`src/rtl/crc_host_seq.sv`:
```
// Host sequencer for the CRC decelerator: bytes become paced FEED nibbles, frame end triggers 4 READs and a CRC pulse.
// Latency: 2*GAP+3 cycles per byte (+1 for CLEAR on a frame's first byte), 4*(1+READ_LAT)+1 cycles of readout.
// Backpressure: in_ready is high only in IDLE. Optional CRC_HOST_CHECK_EN adds the crc_expect/crc_match compare.
module crc_host_seq #(
  parameter int GAP      = 4,
  parameter int READ_LAT = 1
) (
  input  logic        clk,
  input  logic        rst,
  input  logic [7:0]  in_data,
  input  logic        in_valid,
  input  logic        in_last,
  output logic        in_ready,
  output logic [1:0]  dev_cmd,
  output logic [3:0]  dev_data,
  input  logic [7:0]  dev_in,
  output logic [31:0] crc_out,
  output logic        crc_valid,
  output logic        busy
`ifdef CRC_HOST_CHECK_EN
  ,
  input  logic [31:0] crc_expect,
  output logic        crc_match
`endif
);

  localparam logic [1:0] CMD_NOP   = 2'b00;
  localparam logic [1:0] CMD_CLEAR = 2'b01;
  localparam logic [1:0] CMD_FEED  = 2'b10;
  localparam logic [1:0] CMD_READ  = 2'b11;
  localparam logic [3:0] GAP_N     = 4'(GAP - 1);
  localparam logic [3:0] LAT_N     = 4'(READ_LAT - 1);

  typedef enum logic [3:0] {
    S_IDLE, S_CLEAR, S_FEED_HI, S_GAP_HI, S_FEED_LO, S_GAP_LO, S_READ, S_CAP, S_DONE
  } state_t;

  state_t     state;
  logic [7:0] byte_q;
  logic       last_q;
  logic       frame_open;
  logic [3:0] cnt;
  logic [1:0] k;

`ifdef CRC_HOST_CHECK_EN
  // Full CRC as it will read once the final byte lands in crc_out.
  logic [31:0] crc_final;
  always_comb crc_final = {dev_in, crc_out[23:0]};
`endif

  always_ff @(posedge clk or negedge rst) begin
    if (!rst) begin
      state      <= S_IDLE;
      byte_q     <= 8'd0;
      last_q     <= 1'b0;
      frame_open <= 1'b0;
      cnt        <= 4'd0;
      k          <= 2'd0;
      in_ready   <= 1'b0;
      dev_cmd    <= CMD_NOP;
      dev_data   <= 4'd0;
      crc_out    <= 32'd0;
      crc_valid  <= 1'b0;
      busy       <= 1'b0;
`ifdef CRC_HOST_CHECK_EN
      crc_match  <= 1'b0;
`endif
    end else begin
      crc_valid <= 1'b0;
      case (state)
        S_IDLE: begin
          if (in_valid && in_ready) begin
            byte_q   <= in_data;
            last_q   <= in_last;
            in_ready <= 1'b0;
            busy     <= 1'b1;
            if (!frame_open) begin
              state      <= S_CLEAR;
              dev_cmd    <= CMD_CLEAR;
              dev_data   <= 4'd0;
              frame_open <= 1'b1;
            end else begin
              state    <= S_FEED_HI;
              dev_cmd  <= CMD_FEED;
              dev_data <= in_data[7:4];
            end
          end else begin
            in_ready <= 1'b1;
          end
        end
        S_CLEAR: begin
          state    <= S_FEED_HI;
          dev_cmd  <= CMD_FEED;
          dev_data <= byte_q[7:4];
        end
        S_FEED_HI: begin
          state    <= S_GAP_HI;
          dev_cmd  <= CMD_NOP;
          dev_data <= 4'd0;
          cnt      <= GAP_N;
        end
        S_GAP_HI: begin
          if (cnt == 4'd0) begin
            state    <= S_FEED_LO;
            dev_cmd  <= CMD_FEED;
            dev_data <= byte_q[3:0];
          end else begin
            cnt <= cnt - 4'd1;
          end
        end
        S_FEED_LO: begin
          state    <= S_GAP_LO;
          dev_cmd  <= CMD_NOP;
          dev_data <= 4'd0;
          cnt      <= GAP_N;
        end
        S_GAP_LO: begin
          if (cnt != 4'd0) begin
            cnt <= cnt - 4'd1;
          end else if (last_q) begin
            state    <= S_READ;
            dev_cmd  <= CMD_READ;
            dev_data <= 4'd0;
            k        <= 2'd0;
          end else begin
            // Frame stays open, so busy remains asserted while waiting for the next byte.
            state    <= S_IDLE;
            in_ready <= 1'b1;
          end
        end
        S_READ: begin
          state    <= S_CAP;
          dev_cmd  <= CMD_NOP;
          dev_data <= 4'd0;
          cnt      <= LAT_N;
        end
        S_CAP: begin
          if (cnt != 4'd0) begin
            cnt <= cnt - 4'd1;
          end else begin
            crc_out[8*k +: 8] <= dev_in;
            if (k == 2'd3) begin
              state      <= S_DONE;
              crc_valid  <= 1'b1;
              frame_open <= 1'b0;
`ifdef CRC_HOST_CHECK_EN
              crc_match  <= (crc_final == crc_expect);
`endif
            end else begin
              k        <= k + 2'd1;
              state    <= S_READ;
              dev_cmd  <= CMD_READ;
              dev_data <= {2'b00, k + 2'd1};
            end
          end
        end
        S_DONE: begin
          state    <= S_IDLE;
          in_ready <= 1'b1;
          busy     <= 1'b0;
        end
        default: begin
          state    <= S_IDLE;
          dev_cmd  <= CMD_NOP;
          dev_data <= 4'd0;
        end
      endcase
    end
  end

endmodule

```
`config.mk`:
```
export PLATFORM = sky130hd
export DESIGN_NAME = crc_host_seq
export DESIGN_NICKNAME = d
export VERILOG_FILES = /design/src/rtl/crc_host_seq.sv
export SDC_FILE = /design/constraint.sdc
export NUM_CORES = 1
export LEC_CHECK = 0
export BUFFER_PORTS_ARGS = -buffer_cell sky130_fd_sc_hd__buf_2
export CAP_MARGIN = 20
export CORE_AREA = 10 10 100 102
export CTS_CLUSTER_SIZE = 40
export DETAILED_ROUTE_END_ITERATION = 8
export DIE_AREA = 0 0 110 112
export PLACE_DENSITY = 0.59
export SLEW_MARGIN = 20
export SYNTH_ARGS = -nofsm -noshare
export SYNTH_HDL_FRONTEND = slang
export SYNTH_SLANG_ARGS = --single-unit
export TNS_END_PERCENT = 10
```
`constraint.sdc`:
```
create_clock -name clk -period 2.48 [get_ports clk]
set_input_delay 0.124 -clock clk [delete_from_list [all_inputs] [get_ports clk]]
set_output_delay 0.124 -clock clk [all_outputs]
set_load 0.03 [all_outputs]
```
=== After elaboration in Yosys (flattened, before gate mapping) ===
Cells that the tools add are included.

* Register bits after elaboration: 61
* Input bits: 20
* Word-level logic and storage cells: 103

* Add/sub/neg operators: 3
* Eq/ne operators: 19
* Shifts and indexed selects: 2
* Muxes and demuxes: 45
* Bitwise gates (word level): 2
* Reduce and logical (&&, ||, !) cells: 20

{| class="wikitable"
|+ Operators with widths
! cell !! number
|-
| two-way mux 4 bit || 14
|-
| negator 5 -> 34 bit || 1
|-
| variable shift 8 x 34 -> 32 bit (first input constant) || 1
|-
| indexed part select 8 x 34 -> 32 bit || 1
|-
| bitwise mux 32 bit || 1
|-
| one-hot mux 4 bit (8 select lines) || 1
|-
| two-way mux 2 bit || 12
|-
| one-hot mux 4 bit (6 select lines) || 1
|-
| != test 2 bit (second input constant) || 9
|-
| == test 4 x 3 -> 1 bit (second input constant) || 4
|-
| one-hot mux 4 bit (4 select lines) || 1
|-
| one-hot mux 2 bit (6 select lines) || 1
|-
| two-way mux 1 bit || 9
|-
| == test 4 x 2 -> 1 bit (second input constant) || 2
|-
| zero test 4 bit || 2
|-
| AND reduction 4 bit || 2
|-
| nonzero test 4 bit || 2
|-
| AND reduction 7 bit || 1
|-
| AND reduction 2 bit || 3
|-
| AND reduction 3 bit || 2
|-
| nonzero test 2 bit || 3
|-
| AND reduction 5 bit || 1
|-
| == test 4 x 1 -> 1 bit (second input constant) || 1
|-
| == test 4 bit (second input constant) || 1
|-
| 12 further kinds || 15
|}

=== Depth between registers and ports, before layout ===
* Word-level depth: 4
* Gate-level depth with buffers: 9
* Mapped depth without buffers: 6

=== Least setup slack after synthesis ===
OpenSTA, ideal clock, no wires.

* Kind: reg-to-reg
* Start: reg k[0]
* End: reg crc_out[0]
* Setup time: 64 ps
* Arrival time: 1,787 ps
* Required time: 2,416 ps
* Slack: 630 ps
* Cell stages (with the launch flop): 6
* Buffers on the path: 0
* Clock period less this slack: 1,850 ps
* Cell sequence: dfrtp_1 -> inv_1 -> ha_1 -> nor3b_1 -> nand4_1 -> a21bo_2

* Longest elaborated chain between the ends: 3
* Elaborated cells on any way between the ends: 4
* Classes of those cells: add/sub (1); shift (2); mux (1)

{| class="wikitable"
|+ RTL lines
! what !! line !! RTL
|-
| from (decl) || 43 || <nowiki>logic [1:0] k;</nowiki>
|-
| from (signal assigned) || 150 || <nowiki>k <= k + 2'd1;</nowiki>
|-
| negator 5 -> 34 bit * || 141 || <nowiki>crc_out[8*k +: 8] <= dev_in;</nowiki>
|-
| indexed part select 8 x 34 -> 32 bit / variable shift 8 x 34 -> 32 bit (equally long branches) || 141 ||
|-
| bitwise mux 32 bit * || 141 ||
|-
| to (signal, indexed assignment) || 141 ||
|-
| to (decl) || 17 || <nowiki>output logic [31:0] crc_out,</nowiki>
|}

Mark *: on every way between the ends. The rest lies on a longest branch, timed or not.
A chain may end at the register's enable or synchronous reset.

=== Final worst setup path ===
* Start: reg cnt[0]
* End: reg crc_out[6]

* Longest elaborated chain between the ends: 3

{| class="wikitable"
|+ RTL lines
! what !! line !! RTL
|-
| from (decl) || 42 || <nowiki>logic [3:0] cnt;</nowiki>
|-
| from (signal assigned) || 108 || <nowiki>cnt <= cnt - 4'd1;</nowiki>
|-
| from (signal assigned) || 119 || <nowiki>cnt <= cnt - 4'd1;</nowiki>
|-
| from (signal assigned) || 139 || <nowiki>cnt <= cnt - 4'd1;</nowiki>
|-
| nonzero test 4 bit || 138 || <nowiki>if (cnt != 4'd0) begin</nowiki>
|-
| inverter 1 bit (no source line) || n/a ||
|-
| AND reduction 2 bit (no source line) || n/a ||
|}

No other way between the ends.

==> Flow_metrics.wiki <==
{| class="wikitable"
! Metric !! Value
|-
| Synthesized area || 3100 µm²
|-
| Deepest clock path buffer count || 2
|-
| Normalized max-slew margin || 58.7%
|-
| Outcome || finished clean
|-
| # setup viols final || 0
|-
| Start point of the worst min-delay path || in_last
|-
| DP Worst Slack || 0.441 ns
|-
| Register-to-register setup slack || 0.42 ns
|-
| Number of DRC violations after detailed routing || 0
|-
| Cell area after placement || 3520 µm²
|-
| Min-delay worst type || in -> reg
|-
| Most common cell after layout, fill and taps aside || dfrtp_1
|-
| Wire length of the first global-routing pass || 12700 µm
|-
| Leakage power of the design || 1.99 nW
|-
| Number of cells produced by synthesis || 272
|-
| Overall power of the completed layout || 4.14 mW
|-
| Clock insertion delay at the later pin of the skew report || 0.34 ns
|-
| Maximum resistive drop on vdd || 0.510 mV
|-
| Detailed-route wire length || 7540 µm
|-
| Placed cell count || 430
|-
| Clock buffer count from CTS || 9
|-
| Die area || 12300 µm²
|-
| Worst setup EP type || register
|-
| Number of optimization iterations in the first detailed-route pass || 4
|-
| Slowest Stage Delay on Critical Path || 0.51 ns
|-
| Pin count of the biggest net entering global routing || 39
|-
| Startpoint of the worst register-to-register path || cnt[0]
|-
| Final hold vios || 0
|-
| Power per Cell Area || 1100 nW/µm²
|-
| Placeable Area || 8050 µm²
|-
| Category of cells accounting for the largest share of critical-path delay || simple AND/OR/NAND/NOR gates
|-
| Startpoint Class || register
|-
| Number of enable flip-flop cells after synthesis || 0
|-
| Post-synth ARST share || 100%
|-
| Arrival time at the worst endpoint || 2.30 ns
|-
| Per-instance average area after synthesis || 11.4 µm²
|-
| Total via count after detailed routing || 2413
|-
| Vias in the first global route || 2451
|-
| Clock edge transition at the registers on the reported setup and hold paths || 0.07 ns
|-
| Die Y || 112 µm
|-
| Synthesized netlist net count || 300
|-
| Quantity of I/O buffers inserted on ports || 60
|-
| Endpoint required time on the critical path || 2.71 ns
|-
| Hold worst-path end || last_q
|-
| Layout cells sized above 1 || 34.2%
|-
| Overall global routing resource usage || 12.8%
|-
| Post-synthesis sequential area ratio || 49.3%
|-
| Max-capacitance violation count || 0
|-
| CTS sink count || 61
|-
| Number of violations reported at the end of detailed-routing iteration 0 || 175
|-
| Starting utilization of the core area || 38.5%
|-
| Cells resized by post-CTS repair || 0
|-
| Worst path bufs/invs || 2
|-
| Synth warn || 0
|-
| Ports || 61
|-
| Number of antenna violations at the first check in global routing || 0
|-
| Final setup margin || 0.415 ns
|-
| Number of nets with antenna violations after detailed routing || 0
|-
| Transition at the pin with the smallest max-transition slack || 0.620 ns
|-
| Area taken by multi-input logic gates || 1430 µm²
|-
| Final nets || 365
|-
| Final HPWL DP || 5610 µm
|-
| Global-route congestion overflow total || 0
|-
| Worst Clk Skew || 0.00773 ns
|-
| Cells on worst reg2reg path || 7
|-
| Number of max-slew violations in the final report || 0
|-
| Layout area overhead || 21.1%
|-
| Cell accounting for the most synthesized area || dfrtp_1
|-
| Portion of synthesized cell area occupied by the leading cell type || 49.3%
|-
| Worst R2R End || crc_out[6]
|-
| Cell depth of the worst hold path || 2
|-
| Antenna Cells || 0
|-
| Setup TNS after final layout || 0 ns
|-
| Filler Cell Count || 773
|-
| Seq cells post-synth || 61
|-
| Clock tree from TritonCTS || done
|-
| Peak Freq || 0.484 GHz
|-
| Routed length per instance || 16.9 µm
|-
| Final RePlAce weighted congestion || 0.841
|-
| Fraction of the cycle the final worst path needs || 83.3%
|-
| Final instance area || 3750 µm²
|-
| Ranking of synthesized cells by area || dfrtp_1 49%, a21bo_1 6.8%, nand4_1 6.5%
|-
| Worst Setup Path Type || reg -> reg
|-
| Number of vias per cell || 5.40
|-
| RSZ-0062 raised after global routing || false
|-
| Buffer type at the clock tree root || clkbuf_8
|-
| Sequential Area || 1530 µm²
|-
| Worst-path fanout max || 38
|-
| Final standard cell utilization of the core || 46.6%
|-
| Commonest cells after routing, fill and taps aside || 61 x dfrtp_1, 60 x buf_2, 32 x nand4_1, 21 x a21bo_1, 12 x mux2_2
|-
| Final Hold Slack || 0.0133 ns
|-
| Main flop type after synthesis || dfrtp_1
|-
| CTS H-tree depth || 3
|-
| Die Width || 110 µm
|-
| Final non-filler cell total || 447
|-
| Shortest clock period the worst path allows after layout || 2.06 ns
|-
| Cell Rows || 33
|-
| Critical path's slowest cell || or3b_1
|-
| Number of unique standard cell types used by synthesis || 52
|-
| Cells along the critical path || inv_1 > ha_1 > or3b_1 > nor2_4 > buf_12 > nand2_2 > a21bo_2
|}
## cells by family (layout without fill, tap and decap cells)
kind of cell	Yosys count	count (layout)	synth area share (%)
adder cells (fa/ha/maj)	8	8	3.23
AO/OA/AOI/OAI	75	75	20.5
buffers and inverters	26	96	4.44
AND/OR/NAND/NOR	85	85	16.5
multiplexers	17	17	6.02
flip-flops	61	61	49.3
## worst max path at each step
stage / from / to / slack [ns] / cells past startpoint
floorplan: k[0] / crc_out[0] / 0.63 / 5
global placement: cnt[0] / crc_out[26] / 0.48 / 7
detailed placement: cnt[0] / crc_out[0] / 0.44 / 7
CTS: cnt[0] / crc_out[4] / 0.43 / 7
global route: cnt[0] / crc_out[25] / 0.29 / 7
finish: cnt[0] / crc_out[6] / 0.42 / 7
## power breakdown
part           internal, mW  switching [mW]
clock                 0.597           0.407
combinational         0.677           0.939
sequential             1.24           0.277
## worst register-to-register path: stages (launching register included)
cell,delay (ns)
dfrtp_1,0.40
inv_1,0.09
ha_1,0.20
or3b_1,0.51
nor2_4,0.16
buf_12,0.20
nand2_2,0.15
a21bo_2,0.25
## timing repair
action,4_1_cts,5_1_grt
hold buffers,1,0
endpoints found under the hold margin,13,0
buffers inserted,0,0
## layout make-up
cell class / instances / share of cell area (%)
Clock inverter: 5 / 2.20
Multi-Input combinational cell: 185 / 38.2
Inverter: 8 / 0.801
Clock buffer: 11 / 3.77
Sequential cell: 61 / 40.7
Tap cell: 105 / 3.50
Timing Repair Buffer: 72 / 10.8
## flip-flops by register name, summed over array words and instances, names as in the netlist, 2 cells and up
signal / count
byte_q: 8
dev_cmd: 2
cnt: 4
k: 2
dev_data: 4
crc_out: 32
state: 4
## Yosys cell counts, types with 4 or more instances
library cell and count:
dfrtp_1 61, nand4_1 32, a21bo_1 21, mux2_2 12
a21bo_2 11, a21oi_1 9, clkbuf_1 9, nand2_1 9
ha_1 8, inv_1 8, nor2_1 8, buf_2 5
nor3b_1 5, a31oi_1 4, a32o_1 4, mux2i_1 4
nand2_2 4, nand2b_1 4, nor2b_1 4, o2bb2ai_1 4
## metal layers
metal  up-vias  GRT usage (%)  part of all wire, %
met3        11           3.58                  7.0
met5         -              0                    0
met2        70           18.3                   46
met1      1176           17.5                   45
met4         0           5.21                  1.7
li1       1156              -                    -
Note: power is estimated with default switching activity, not from simulation.
